$ cat src/rtl/hazard_forward_unit.sv
// Decode-side hazard unit: tracks in-flight register writers, selects EX operand
// forwarding sources and raises an active-low stall for hazards it cannot forward.
module hazard_forward_unit #(
   parameter int REG_ADDR_W  = 3,
   parameter int NUM_SRC     = 2,
   parameter int DEPTH       = 3,
   parameter int FWD_EN      = 1,
   parameter int ZERO_REG_EN = 1,
   parameter int WB_BYPASS   = 1,
   parameter int SEL_W       = 2
) (
   input  logic                          clock,
   input  logic                          reset,
   input  logic                          dec_valid,
   input  logic [NUM_SRC*REG_ADDR_W-1:0] dec_src_addr,
   input  logic [NUM_SRC-1:0]            dec_src_used,
   input  logic                          dec_wb_en,
   input  logic [REG_ADDR_W-1:0]         dec_dest,
   input  logic                          dec_is_load,
   input  logic                          flush,
   output logic                          pipeline_stall_n,
   output logic [NUM_SRC*SEL_W-1:0]      fwd_sel,
   output logic [15:0]                   stall_count
);

   localparam bit FWD_ON    = (FWD_EN != 0);
   localparam bit ZERO_ON   = (ZERO_REG_EN != 0);
   // The write-back entry needs no action when the register file writes before it reads.
   localparam int MATCH_MAX = (WB_BYPASS != 0) ? DEPTH - 1 : DEPTH;

   // Scoreboard: entry k holds the writer currently k stages past decode.
   logic [DEPTH:1]          ent_valid;
   logic [DEPTH:1]          ent_load;
   logic [REG_ADDR_W-1:0]   ent_dest [1:DEPTH];

   logic [SEL_W-1:0]        young_sel [NUM_SRC];
   logic                    any_match;
   logic                    load_use;
   logic                    dest_is_zero;

   // NOTE: combinational blocks use blocking assignments and give every output a
   // default first, so no path through the block leaves a latch behind.
   always_comb begin
      any_match = 1'b0;
      load_use  = 1'b0;
      for (int i = 0; i < NUM_SRC; i++) begin
         logic [REG_ADDR_W-1:0] src;
         src          = dec_src_addr[i*REG_ADDR_W +: REG_ADDR_W];
         young_sel[i] = '0;
         // Walk from oldest to youngest so the lowest matching stage wins.
         for (int k = MATCH_MAX; k >= 1; k--) begin
            if (dec_valid && dec_src_used[i] && ent_valid[k] &&
                (ent_dest[k] == src) && !(ZERO_ON && (src == '0))) begin
               young_sel[i] = SEL_W'(k);
            end
         end
         if (young_sel[i] != '0) begin
            any_match = 1'b1;
            if ((young_sel[i] == SEL_W'(1)) && ent_load[1]) begin
               load_use = 1'b1;
            end
         end
      end
   end

   always_comb begin
      pipeline_stall_n = FWD_ON ? !load_use : !any_match;
      fwd_sel          = '0;
      for (int i = 0; i < NUM_SRC; i++) begin
         if (FWD_ON && pipeline_stall_n) begin
            fwd_sel[i*SEL_W +: SEL_W] = young_sel[i];
         end
      end
   end

   assign dest_is_zero = ZERO_ON && (dec_dest == '0);

   // NOTE: the scoreboard is a handful of flops, so every field (dest included) is
   // reset along with the valids; state updates use non-blocking assignments only.
   always_ff @(posedge clock or negedge reset) begin
      if (!reset) begin
         ent_valid   <= '0;
         ent_load    <= '0;
         stall_count <= '0;
         for (int k = 1; k <= DEPTH; k++) begin
            ent_dest[k] <= '0;
         end
      end else begin
         for (int k = DEPTH; k >= 2; k--) begin
            ent_valid[k] <= ent_valid[k-1];
            ent_load[k]  <= ent_load[k-1];
            ent_dest[k]  <= ent_dest[k-1];
         end
         // A stalled or flushed decode leaves a bubble behind in EX.
         ent_valid[1] <= dec_valid && dec_wb_en && pipeline_stall_n && !flush && !dest_is_zero;
         ent_load[1]  <= dec_is_load;
         ent_dest[1]  <= dec_dest;
         if (!pipeline_stall_n && (stall_count != 16'hFFFF)) begin
            stall_count <= stall_count + 16'd1;
         end
      end
   end

endmodule

$ cat config.mk
export PLATFORM = sky130hd
export DESIGN_NAME = hazard_forward_unit
export DESIGN_NICKNAME = d
export VERILOG_FILES = /design/src/rtl/hazard_forward_unit.sv
export SDC_FILE = /design/constraint.sdc
export NUM_CORES = 1
export LEC_CHECK = 0
export ABC_AREA = 1
export BUFFER_PORTS_ARGS = -buffer_cell sky130_fd_sc_hd__buf_2
export CORE_ASPECT_RATIO = 1.2
export CORE_MARGIN = 2
export CORE_UTILIZATION = 45
export DETAILED_ROUTE_END_ITERATION = 7
export GPL_TIMING_DRIVEN = 0
export PLACE_DENSITY = 0.69
export SETUP_SLACK_MARGIN = 0.05
export SYNTH_ARGS = -nofsm -noshare
export SYNTH_HDL_FRONTEND = slang
export SYNTH_SLANG_ARGS = --single-unit
$ cat constraint.sdc
create_clock -name clock -period 1.63 [get_ports clock]
set_input_delay 0.163 -clock clock [delete_from_list [all_inputs] [get_ports clock]]
set_output_delay 0.163 -clock clock [all_outputs]
set_load 0.02 [all_outputs]
Yosys cells after proc, flatten, opt, wreduce, memory -nomap -nowiden
Cells that the tools add are included.
{ "op_classes": {"n_eq_ne": 7, "n_reduce_logical": 31, "n_mux": 10, "n_addsub": 1} }
{ "ops": {"columns": ["cell", "n"], "rows": [
  ["logical AND 1 bit", 21],
  ["adder 16 x 1 -> 16 bit (second input constant)", 1],
  ["!= test 16 bit (second input constant)", 1],
  ["equality test 3 bit", 4],
  ["two-way mux 2 bit", 6],
  ["logical NOT 3 bit", 3],
  ["logical NOT 1 bit", 5],
  ["equality test 2 x 1 -> 1 bit (second input constant)", 2],
  ["two-way mux 1 bit", 4],
  ["nonzero test 2 bit", 2]
]} }
{ "totals": {"out_inout_bits": 21, "register_bits": 25, "wordCells": 54, "in_bits": 17} }

Logic depth before layout (Yosys ltp)
{ "logic_depth": {"ltp_word": 16, "ltp_mapped": 10, "ltp_nobuf": 9} }

Worst setup path before layout
No wires, ideal clock.
{ "synth_path": {"kind": "flip-flop to flip-flop", "start": "register stall_count[0]", "end": "register stall_count[2]", "synth_period_minus_slack_ps": 1589, "stages_incl_launch_ff": 9, "t_arrival_ps": 1524, "path_buffers": 1, "path_slack_ps": 41, "setup_time_ps": 65, "required_time_ps": 1565, "cell_sequence": "dfrtp_1 ha_1 inv_1 nor2_4 nand4_4 nand3_2 buf_6 nand2_1 nand2_1"} }
{ "synth_via": {"elab_chain_cells": 2, "elab_cells_between_ends": 3, "cone_classes": "add/sub: 1; eq/ne: 1; reduce/logical: 1"} }
{ "synth_lines": {"columns": ["element", "line", "rtl"], "rows": [
  ["from (decl)", "23", "output logic [15:0] stall_count"],
  ["from (signal assigned)", "99", "stall_count <= stall_count + 16'd1;"],
  ["branches (longest 2 deep; another with adder 16 x 1 -> 16 bit)", null, null]
]} }
Parallel ways; which one is timed is not known.
A chain may end at the register's enable or synchronous reset.

Worst setup path in the final report
{ "layout_path": {"start": "register ent_dest[7] (netlist bit)", "end": "output port fwd_sel[3]"} }
{ "layout_via": {"elab_chain_cells": 11, "elab_cells_between_ends": 19, "cone_classes": "eq/ne: 4; mux: 7; reduce/logical: 8"} }
{ "layout_lines": {"columns": ["element", "line", "rtl"], "rows": [
  ["from (decl)", "34", "logic [REG_ADDR_W-1:0] ent_dest [1:DEPTH];"],
  ["from (signal, indexed assignment)", "92", "ent_dest[k] <= ent_dest[k-1];"],
  ["equality test 3 bit", "53", "(ent_dest[k] == src) && !(ZERO_ON && (src == '0))) begin"],
  ["logical AND 1 bit", "52", "if (dec_valid && dec_src_used[i] && ent_valid[k] &&"],
  ["logical AND 1 bit", "53", null],
  ["two-way mux 2 bit", "52", null],
  ["equality test 2 x 1 -> 1 bit", "59", "if ((young_sel[i] == SEL_W'(1)) && ent_load[1]) begin"],
  ["logical AND 1 bit", "59", null],
  ["two-way mux 1 bit", "59", null],
  ["two-way mux 1 bit", "57", "if (young_sel[i] != '0) begin"],
  ["two-way mux 1 bit", "59", null],
  ["two-way mux 1 bit", "57", null],
  ["two-way mux 2 bit (*)", "70", "if (FWD_ON && pipeline_stall_n) begin"],
  ["to (decl)", "22", "output logic [NUM_SRC*SEL_W-1:0] fwd_sel,"]
]} }
Mark *: on every way between the ends. The rest lies on a longest branch, timed or not.

==> flow_metrics.env <==
export IMPL_max_freq_mhz=597.3
export IMPL_core_area_um2=3309
export IMPL_synth_top_flop_cell="dfrtp_1"
export IMPL_finalNonFillerCells=301
export IMPL_yosysTopAreaCell="dfrtp_1"
export IMPL_slew_viol_final=0
export IMPL_start_util=0.4677
export IMPL_cpMostUsedCell="buf_4"
export IMPL_outcome="finished, violations left"
export IMPL_synth_edf_count=0
export IMPL_drive_above_1_share=0.2955
export IMPL_grt_max_degree=26
export IMPL_dp_hpwl_um=2705
export IMPL_synth_avg_cell_area_um2=7.165
export IMPL_violations="negative setup slack"
export IMPL_cellLeakagePower_nw=1.023
export IMPL_r2r_start="stall_count[1]$_DFFE_PN0P_"
export IMPL_die_h_um=68.25
export IMPL_area_delta_synth_final_pct=27.08
export IMPL_clk_latency_ns=0.27
export IMPL_grt_pass1_wl_um=6072
export IMPL_fillers=311
export IMPL_cap_violations=0
export IMPL_cts_buffers=3
export IMPL_cts_root_buffer="clkbuf_8"
export IMPL_avgViaCountPerCell=5.037
export IMPL_cp_cell_sequence="buf_4 > o21ai_2 > nand4_1 > nand2_1 > buf_6 > nor2_1 > buf_4"
export IMPL_rrSetupSlack_ns=0.14
export IMPL_critPathCaptureType="primary output"
export IMPL_numClockSinks=25
export IMPL_startpoint="ent_dest[7]$_DFF_PN0_"
export IMPL_timing_rr_end="stall_count[4]$_DFFE_PN0P_"
export IMPL_critPathLaunchType="register"
export IMPL_setup_ws_ns=-0.04426
export IMPL_clk_pin_slew_ns=0.08
export IMPL_worst_pin_slew_ns=0.5672
export IMPL_vias=1516
export IMPL_finalHoldViolCount=0
export IMPL_routedWlPerCell_um=12.10
export IMPL_die_w_um=57.54
export IMPL_cpPeakStageDelay_ns=0.39
export IMPL_cts_buffer_depth=2
export IMPL_dr_pass1_iters=4
export IMPL_syn_cell_area_um2=1548
export IMPL_fin_crit_sh=1.027
export IMPL_synth_area_leaders="dfrtp_1 40%, nand2_1 19%, nand3_1 8.1%"
export IMPL_antenna_found_initial=0
export IMPL_min_path_type="in -> reg"
export IMPL_ys_seq_area_frac=0.4042
export IMPL_grt_pass1_vias=1393
export IMPL_cts_max_level=1
export IMPL_synth_most_common_cell="nand2_1"
export IMPL_cp_max_fo=5
export IMPL_insertedDiodeCount=0
export IMPL_synth_top_area_share=0.4042
export IMPL_drtIter0Drc=60
export IMPL_postRouteAntennaNets=0
export IMPL_gr_max_usage_layer="met2"
export IMPL_io_buffers=37
export IMPL_fin_nets=283
export IMPL_cp_num_buf_inv=3
export IMPL_use_met1=0.2600
export IMPL_synthTopCellsByCount="79 x nand2_1, 25 x dfrtp_1, 25 x nand3_1"
export IMPL_wirelength_um=3642
export IMPL_met3_usage=0.02457
export IMPL_yosysUniqueCellTypes=25
export IMPL_route_detailed_drc=0
export IMPL_synth_warnings=0
export IMPL_synth_nets=234
export IMPL_slowest_stage="dfrtp_1"
export IMPL_grt_remaining_overflow=0
export IMPL_worst_slew_margin_rel=0.6219
export IMPL_dp_cells=290
export IMPL_ir_drop_v=0.0004885
export IMPL_ys_seq_elements=25
export IMPL_place_ws_ns=-0.02074
export IMPL_globalRouteTotalUtil=0.2010
export IMPL_arrival_ns=1.51
export IMPL_fin_setup_tns_ns=-0.09030
export IMPL_cts_tree="yes"
export IMPL_boundaryPins=38
export IMPL_met2_usage=0.3466
export IMPL_worstRegToRegCells=7
export IMPL_dieArea_um2=3926
export IMPL_rows=23
export IMPL_p_per_area_nw_per_um2=588.5
export IMPL_fin_util=0.5943
export IMPL_async_flop_share=1.000
export IMPL_required_ns=1.47
export IMPL_crit_type="reg -> out"
export IMPL_setup_viol=3
export IMPL_rsz0062_at_grt="true"
export IMPL_min_period_ns=1.674
export IMPL_p_total_mw=1.158
export IMPL_path_depth=7
export IMPL_synthCells=216
export IMPL_place_congestion=0.8124
export IMPL_skew_ns=0.005591
export IMPL_critPathTopFamily="buffers and inverters"
export IMPL_endpoint="fwd_sel[3]"
worst reg2reg max path, delay by kind of cell (launching register included):
kind | cells | cell delay, ns
adder cells (fa/ha/maj) | 1 | 0.22
buffers and inverters | 2 | 0.29
flip-flops | 1 | 0.40
AND/OR/NAND/NOR | 4 | 0.48
layout make-up:
cell class	instances	area (um2)	share of cell area
Timing Repair Buffer	45	266.5	0.1355
Multi-Input combinational cell	166	870.8	0.4427
Buffer	3	31.28	0.01590
Inverter	21	78.83	0.04008
Sequential cell	25	626.9	0.3187
Clock inverter	1	5.005	0.002545
Clock buffer	3	41.29	0.02099
Tap cell	37	46.29	0.02354
worst min path at each step:
| stage | end | from | depth (start not counted) |
|---|---|---|---|
| 6_report | ent_dest[6]$_DFF_PN0_ | dec_dest[0] | 1 |
| 4_1_cts | ent_dest[6]$_DFF_PN0_ | dec_dest[0] | 1 |
| 3_3_place_gp | stall_count[13]$_DFFE_PN0P_ | reset | 1 |
| 2_1_floorplan | ent_dest[3]$_DFF_PN0_ | reset | 0 |
| 5_1_grt | ent_dest[6]$_DFF_PN0_ | dec_dest[0] | 1 |
| 3_5_place_dp | stall_count[12]$_DFFE_PN0P_ | reset | 1 |
logic make-up (layout without fill, tap and decap cells):
logic type | Yosys count | count (layout) | share of synthesized area
AO/OA/AOI/OAI | 6 | 6 | 0.01940
adder cells (fa/ha/maj) | 1 | 1 | 0.008083
AND/OR/NAND/NOR | 144 | 144 | 0.4155
XOR/XNOR | 15 | 15 | 0.08489
flip-flops | 25 | 25 | 0.4042
buffers and inverters | 25 | 73 | 0.06790
per-layer routing:
layer	routed length (um)	up-vias
met1	1674	706
met2	1794	31
li1	-	775
met4	42	0
met3	130	4
met5	0	-
stage by stage:
| stage | hold slack, ns | instance area [um2] |
|---|---|---|
| final | 0.01186 | 1967 |
| after global routing | 0.007957 | 1967 |
| after CTS | 0.009535 | 1892 |
| after detailed placement | 0.1856 | 1780 |
| after global placement | 0.1846 | 1780 |
| after floorplan | -0.1326 | 1549 |
state kept, by name (all words and copies together), names as in the netlist:
register     flops
ent_dest         6
ent_valid        2
ent_load         1
stall_count     16
placed cells by master (no fill, tap or decap), types with 4 or more instances in the layout:
master | synthesis | layout
nand4_1 | 4 | 4
o21ai_0 | 4 | 4
nand2_2 | 1 | 4
xor2_1 | 7 | 7
nand3_1 | 25 | 23
nand2_1 | 79 | 76
inv_2 | 4 | 7
buf_2 | 3 | 33
buf_4 | 0 | 10
nor2_1 | 23 | 18
nor2_2 | 1 | 5
xnor2_1 | 8 | 8
inv_1 | 16 | 13
dfrtp_1 | 25 | 24
repair_timing:
item	CTS	global route
buffers inserted	2	4
hold buffers	2	0
gates resized for setup	9	18
endpoints found under the setup margin	16	18
pin swaps	3	7
hold endpoints to repair	26	0
power breakdown:
group,switching [mW],internal (mW)
registers,0.0159,0.637
clock network,0.196,0.171
logic,0.0801,0.0577
total,0.292,0.866
Power figures use the tool's default switching activity.
